**src/rtl/ham_secded_dec.sv**
```systemverilog
// Two-stage pipelined extended-Hamming SECDED decoder on a valid/ready stream.
// Define HAM_ERR_CNT_EN to build the saturating SEC/DED delivery counters.
module ham_secded_dec #(
  parameter  int unsigned DATA_W = 4,
  parameter  int unsigned CNT_W  = 16,
  localparam int unsigned P_W    = (DATA_W <= 4)  ? 3 :
                                   (DATA_W <= 11) ? 4 :
                                   (DATA_W <= 26) ? 5 :
                                   (DATA_W <= 57) ? 6 : 7,
  localparam int unsigned CODE_W = DATA_W + P_W + 1
) (
  input  logic              clk,
  input  logic              rst,
  input  logic              in_valid,
  output logic              in_ready,
  input  logic [CODE_W-1:0] in_code,
  output logic              out_valid,
  input  logic              out_ready,
  output logic [DATA_W-1:0] out_data,
  output logic              out_sec,
  output logic              out_ded,
  output logic [P_W-1:0]    out_syn,
  input  logic              cnt_clr,
  output logic [CNT_W-1:0]  sec_cnt,
  output logic [CNT_W-1:0]  ded_cnt
);

  // Hamming position carrying data bit k (non-power-of-two positions, ascending from 3).
  function automatic int unsigned data_pos(input int unsigned k);
    int unsigned n;
    data_pos = 0;
    n = 0;
    for (int unsigned p = 3; p < CODE_W; p++) begin
      if ((p & (p - 1)) != 0) begin
        if (n == k) data_pos = p;
        n++;
      end
    end
  endfunction

  logic              en;
  logic              s1_valid;
  logic              s1_par;
  logic [P_W-1:0]    s1_syn;
  logic [CODE_W-1:0] s1_code;
  logic [P_W-1:0]    syn_c;
  logic              par_c;
  logic [CODE_W-1:0] fixed_c;
  logic              hit_c;
  logic              sec_c;
  logic              ded_c;
  logic [DATA_W-1:0] data_c;

  assign en       = !out_valid || out_ready;
  assign in_ready = en;

  // Syndrome is the XOR of the indices of every set Hamming position.
  always_comb begin
    syn_c = '0;
    for (int unsigned i = 1; i < CODE_W; i++) begin
      if (in_code[i]) syn_c = syn_c ^ P_W'(i);
    end
    par_c = ^in_code;
  end

  // Correction: only flip when overall parity says a single error and S names a real position.
  always_comb begin
    fixed_c = s1_code;
    hit_c   = 1'b0;
    sec_c   = 1'b0;
    ded_c   = 1'b0;
    for (int unsigned i = 1; i < CODE_W; i++) begin
      if (s1_par && (s1_syn == P_W'(i))) begin
        fixed_c[i] = ~s1_code[i];
        hit_c      = 1'b1;
      end
    end
    if (s1_syn == '0) sec_c = s1_par;
    else if (hit_c)   sec_c = 1'b1;
    else              ded_c = 1'b1;
  end

  for (genvar k = 0; k < DATA_W; k++) begin : g_data
    assign data_c[k] = fixed_c[data_pos(k)];
  end

  // Both stages advance together on en, so a stage-1 bubble is held during a stall.
  always_ff @(posedge clk) begin
    if (rst) begin
      s1_valid  <= 1'b0;
      s1_par    <= 1'b0;
      s1_syn    <= '0;
      s1_code   <= '0;
      out_valid <= 1'b0;
      out_data  <= '0;
      out_sec   <= 1'b0;
      out_ded   <= 1'b0;
      out_syn   <= '0;
    end else if (en) begin
      s1_valid  <= in_valid;
      if (in_valid) begin
        s1_par  <= par_c;
        s1_syn  <= syn_c;
        s1_code <= in_code;
      end
      out_valid <= s1_valid;
      if (s1_valid) begin
        out_data <= data_c;
        out_sec  <= sec_c;
        out_ded  <= ded_c;
        out_syn  <= s1_syn;
      end
    end
  end

`ifdef HAM_ERR_CNT_EN
  logic xfer;
  assign xfer = out_valid && out_ready;

  // Clear has priority over a same-cycle increment.
  always_ff @(posedge clk) begin
    if (rst || cnt_clr) begin
      sec_cnt <= '0;
      ded_cnt <= '0;
    end else if (xfer) begin
      if (out_sec && (sec_cnt != '1)) sec_cnt <= sec_cnt + CNT_W'(1);
      if (out_ded && (ded_cnt != '1)) ded_cnt <= ded_cnt + CNT_W'(1);
    end
  end
`else
  logic unused_cnt_clr;
  assign unused_cnt_clr = cnt_clr;
  assign sec_cnt        = '0;
  assign ded_cnt        = '0;
`endif

endmodule

```
**config.mk**
```make
export PLATFORM = sky130hd
export DESIGN_NAME = ham_secded_dec
export DESIGN_NICKNAME = d
export VERILOG_FILES = /design/src/rtl/ham_secded_dec.sv
export SDC_FILE = /design/constraint.sdc
export NUM_CORES = 1
export LEC_CHECK = 0
export ABC_AREA = 1
export CORE_MARGIN = 2
export CORE_UTILIZATION = 42
export CTS_CLUSTER_DIAMETER = 40
export DETAILED_ROUTE_END_ITERATION = 8
export PLACE_DENSITY = 0.9
export SYNTH_ARGS = -nofsm -noshare
export SYNTH_HDL_FRONTEND = slang
export SYNTH_SLANG_ARGS = --single-unit
```
**constraint.sdc**
```tcl
create_clock -name clk -period 1.51 [get_ports clk]
set_input_delay 0.2265 -clock clk [delete_from_list [all_inputs] [get_ports clk]]
set_output_delay 0.2265 -clock clk [all_outputs]
set_load 0.05 [all_outputs]
```
# ---- Yosys cells after proc, flatten, opt, wreduce, memory -nomap -nowiden
# Index checks and enable logic that the tools add are counted.
dict set report word_totals {
  regBits 23
  inputBits 13
  out_inout_bits 43
  word_cells 61
}
dict set report op_classes {
  n_eq_ne 7
  mux 22
  bitwise 10
  n_reduce_logical 13
}
# op n
set ops {}
lappend ops {{two-way mux 1 bit} 16}
lappend ops {{equality test 3 bit (second input constant)} 4}
lappend ops {{two-way mux 3 bit} 4}
lappend ops {{XOR reduction 8 bit} 1}
lappend ops {{logical AND 1 bit} 7}
lappend ops {{equality test 3 x 2 -> 1 bit (second input constant)} 2}
lappend ops {{inverter 2 bit} 3}
lappend ops {{two-way mux 2 bit} 2}
lappend ops {{inverter 1 bit} 4}
lappend ops {{AND reduction 2 bit} 2}
lappend ops {{equality test 3 x 1 -> 1 bit (second input constant)} 1}
lappend ops {{logical NOT 3 bit} 1}
lappend ops {{inverter 3 bit} 1}
lappend ops {{inverter 1 bit (first input constant)} 2}
lappend ops {{logical NOT 1 bit} 1}
lappend ops {{logical OR 1 bit} 1}

# ---- Logic depth before layout (Yosys ltp)
# Gate-level depths: netlist of the first run.
dict set report depth {
  word_depth 11
  ltp_mapped 9
  ltp_nobuf 9
}

# ---- Worst setup path before layout of the first run
# No wires, ideal clock.
dict set report synth_timing {
  path_kind {reg-to-reg}
  startpoint {register out_valid}
  endpoint {register s1_par}
  setup_time_ns 0.114
  t_arrival_ns 1.452
  t_required_ns 1.396
  slack_ns -0.056
  stages_incl_launch_ff 9
  path_buffers 1
  period_less_slack_ns 1.566
  path_cell_list {dfxtp_1 > inv_1 > nor2_4 > inv_4 > nand2_8 > inv_6 > buf_12 > o21ai_2 > nor2_2}
}
dict set report synth_via {
  elab_chain_len 3
}
# item line
set synth_rtl {}
lappend synth_rtl {{start, declared} 17} ;# output logic out_valid,
lappend synth_rtl {{start signal, assigned} 106} ;# out_valid <= s1_valid;
lappend synth_rtl {{logical NOT 1 bit} 54} ;# assign en = !out_valid || out_ready;
lappend synth_rtl {{logical OR 1 bit} 54}
lappend synth_rtl {{named net in_ready} 15} ;# output logic in_ready,
lappend synth_rtl {{AND reduction 2 bit (no line)} n/a}
lappend synth_rtl {{end signal, assigned} 102} ;# s1_par <= par_c;
lappend synth_rtl {{end, declared} 43} ;# logic s1_par;
# The timed path passes the listed nets, and every way through them passes these cells.
# A chain may end at the register's enable or synchronous reset.

# ---- Worst setup path in the final report of the first run
dict set report layout_timing {
  startpoint {input port out_ready}
  endpoint {output port in_ready}
}
dict set report layout_via {
  elab_chain_len 1
}
# item line
set layout_rtl {}
lappend layout_rtl {{start, declared} 18} ;# input logic out_ready,
lappend layout_rtl {{logical OR 1 bit} 54}
lappend layout_rtl {{end, declared} 15}
# Every way passes these cells.

==> results of run 1 <==
[worst min-delay path, cell delays in order (launching register included)]
cell and delay, ps:
dfxtp_1 330, nand2_1 70, a21oi_1 50
[synthesized netlist by cell type, drive strengths merged]
library cell  instances
a21oi                14
nand2                34
inv                  25
nand4                 1
nor2                 18
a22oi                 1
dfxtp                19
nand3                 4
conb                  1
xnor2                 6
clkbuf                1
buf                  34
o21ai                16
[sequential cells by signal, summed over array words and instances (netlist names)]
name and count:
out_syn 3, out_data 4, s1_syn 3, s1_valid 1, out_sec 1, s1_par 1
out_ded 1, out_valid 1, s1_code 4
[final cells by class]
type | instances | area, um^2 | share of cell area
Multi-Input combinational cell | 126 | 632 | 0.454
Sequential cell | 19 | 382 | 0.274
Timing Repair Buffer | 23 | 213 | 0.153
Inverter | 25 | 101 | 0.0728
Tap cell | 31 | 38.8 | 0.0279
Clock buffer | 4 | 26.3 | 0.0189
[metrics by stage]
stage / std cells / instance area, um^2 / setup WS (ps)
5_1_grt: 228 / 1390 / 125
3_3_place_gp: 224 / 1370 / 31.4
3_5_place_dp: 224 / 1370 / -6.14
6_report: 228 / 1390 / 178
2_1_floorplan: 205 / 1390 / 125
4_1_cts: 228 / 1390 / 171
[layer usage]
| metal | GRT usage | up-vias |
|---|---|---|
| met4 | 0.0584 | 0 |
| li1 | - | 521 |
| met3 | 0.0198 | 2 |
| met5 | 0 | - |
| met1 | 0.168 | 422 |
| met2 | 0.200 | 32 |
[final timing paths]
kind	from	endpoint	slack, ps	depth (start not counted)
worst max-delay path	out_ready	in_ready	180	4
worst min-delay path	s1_valid$_SDFFE_PP0N_	s1_valid$_SDFFE_PP0N_	490	2
worst max register to register	out_valid$_SDFFE_PP0N_	out_ded$_SDFFE_PP0P_	330	7
worst min register to register	s1_valid$_SDFFE_PP0N_	s1_valid$_SDFFE_PP0N_	490	2
[power by group through the flow]
| stage | registers, mW | logic [mW] | clock network [mW] |
|---|---|---|---|
| after floorplan | 0.640 | 0.407 | 0 |
| after global placement | 0.578 | 0.487 | 0 |
| after global routing | 0.574 | 0.532 | 0.282 |
| after detailed placement | 0.580 | 0.495 | 0 |
| after CTS | 0.569 | 0.496 | 0.254 |
| final | 0.568 | 0.495 | 0.243 |
[kinds of logic (layout without fill, tap and decap cells)]
kind of cell	Yosys count	count (layout)
flops	19	19
other cells	1	32
buf+inv	60	52
xor+xnor	6	6
compound gates	31	31
simple gates	57	57
==> impl_metrics.tcl, run 1 <==
set metrics [dict create \
    run_status "finished with violations" \
    violations "design-rule violations" \
    max_freq_ghz 0.751 \
    p_total_mw 1.31 \
    globalplace.congestion 0.790 \
    tritoncts "done" \
    cts_hold_buffers 0 \
    swShare 0.416 \
    cp_cell_sequence "clkdlybuf4s50_1 -> nor2_4 -> inv_4 -> buf_12" \
    cp_num_buf_inv 3 \
    cp.arrival_ps 1110 \
    yosysUniqueCellTypes 24 \
    netlist.area_leader.share 0.300 \
    clk_root_buffer_cell "clkbuf_4" \
    io_pins 56 \
    grt_antenna_before_repair 0 \
    ys_seq_elements 19 \
    netlist_area_um2 1270 \
    drv_cap 0 \
    wl_met2_um 980 \
    grt_usage 0.126 \
    clockPowerShare 0.186 \
    syn-instance-count 174 \
    switchingPower_mw 0.543 \
    die_w_um 59.0 \
    layout-area-overhead-vs-synth_pct 9.76 \
    clkSlewWorstSetupHoldPaths_ps 100 \
    cts_setup_buffers 0 \
    cts_buffer_depth 2 \
    startpoint_type "primary input" \
    seqPwrFrac 0.435 \
    die_h_um 59.0 \
    peakVddDrop_mv 0.302 \
    start_util 0.452 \
    top_layer "met4" \
    nets 211 \
    drt_wl_total_um 1990 \
    clock_sinks 19 \
    wirelength_met1_um 874 \
    first_iter_violations 51 \
    numCtsBuffers 3 \
    p_comb_frac 0.379 \
    grt_max_degree 13 \
    grt_pass1_vias 807 \
    portBuffers 22 \
    synth.area.mux_share 0 \
    wl_per_cell_um 8.74 \
    crit_slowest_cell "clkdlybuf4s50_1" \
    hold_path.class "reg -> reg" \
    yosysTopAreaCell "dfxtp_1" \
    dp_hpwl_um 1670 \
    final_core_util 0.496 \
    fin_hold_ws_ps 492 \
    finalSetupTns_ps 0 \
    drt_first_pass_iters 6 \
    dieArea_um2 3480 \
    synth_fa_ha_area_frac 0 \
    layout_commonest_cell "conb_1" \
    ant_nets 0 \
    internal_power_mw 0.764 \
    hold_viol_final 0 \
    grt_pass1_wl_um 3370 \
    synth_area_leaders "dfxtp_1, buf_4, nand2_1, inv_1, o21ai_1" \
    viasPerCell 4.29 \
    antenna_cells 0 \
    rows 19 \
    final_layout_size_suffix_gt1_frac 0.208 \
    layout_common_cells "conb_1, nand2_1, dfxtp_1" \
    core_area_um2 2810 \
    cp_slowest_stage_delay_ps 440 \
    critPathKind "in -> out" \
    synth_xor_area_frac 0.0414 \
    clock_skew_ps 9.48 \
    synth_simple_gate_area_frac 0.217 \
    yosysWarnings 0 \
    grt_setup_unrepaired "false" \
    worst_setup_path_end_kind "output pin" \
    ctsResizeCount 0 \
    fillers 276 \
    worstSkewPairLatency_ps 290 \
    synth-seq-area-share 0.300 \
    met3_length_um 110 \
    ctsHtreeMaxLevel 1 \
    avgSynthCellArea_um2 7.29 \
    period_minus_slack_ps 1330 \
    fin_crit_sh 0.882 \
    overflow 0 \
    critPathTopFamily "buffers and inverters" \
    required_ps 1280 \
    setup_viol 0 \
    synth_top_family_by_area "buffers and inverters" \
    cp_max_fo 3 \
    vias 977 \
    synth-compound-area-share 0.145 \
    route.detailed.drc 3 \
    slew_viol_final 0 \
    leakagePower_nw 0.716 \
    powerDensity_nw_per_um2 939 \
]
No activity file was read; power rests on OpenSTA's default activity.
==> run 2, diff against run 1 <==
--- a/config.mk
+++ b/config.mk
@@ -8,7 +8,7 @@
 export ABC_AREA = 1
 export CORE_MARGIN = 2
 export CORE_UTILIZATION = 42
-export CTS_CLUSTER_DIAMETER = 40
+export CTS_CLUSTER_DIAMETER = 120
 export DETAILED_ROUTE_END_ITERATION = 8
 export PLACE_DENSITY = 0.9
 export SYNTH_ARGS = -nofsm -noshare
==> results of run 2 <==
Same layout as run 1: the final DEF is identical, and so are final timing and power.
==> run 3, diff against run 2 <==
--- a/config.mk
+++ b/config.mk
@@ -11,6 +11,7 @@
 export CTS_CLUSTER_DIAMETER = 120
 export DETAILED_ROUTE_END_ITERATION = 8
 export PLACE_DENSITY = 0.9
+export SLEW_MARGIN = 5
 export SYNTH_ARGS = -nofsm -noshare
 export SYNTH_HDL_FRONTEND = slang
 export SYNTH_SLANG_ARGS = --single-unit
==> results of run 3 <==
Same layout as run 1: the final DEF is identical, and so are final timing and power.
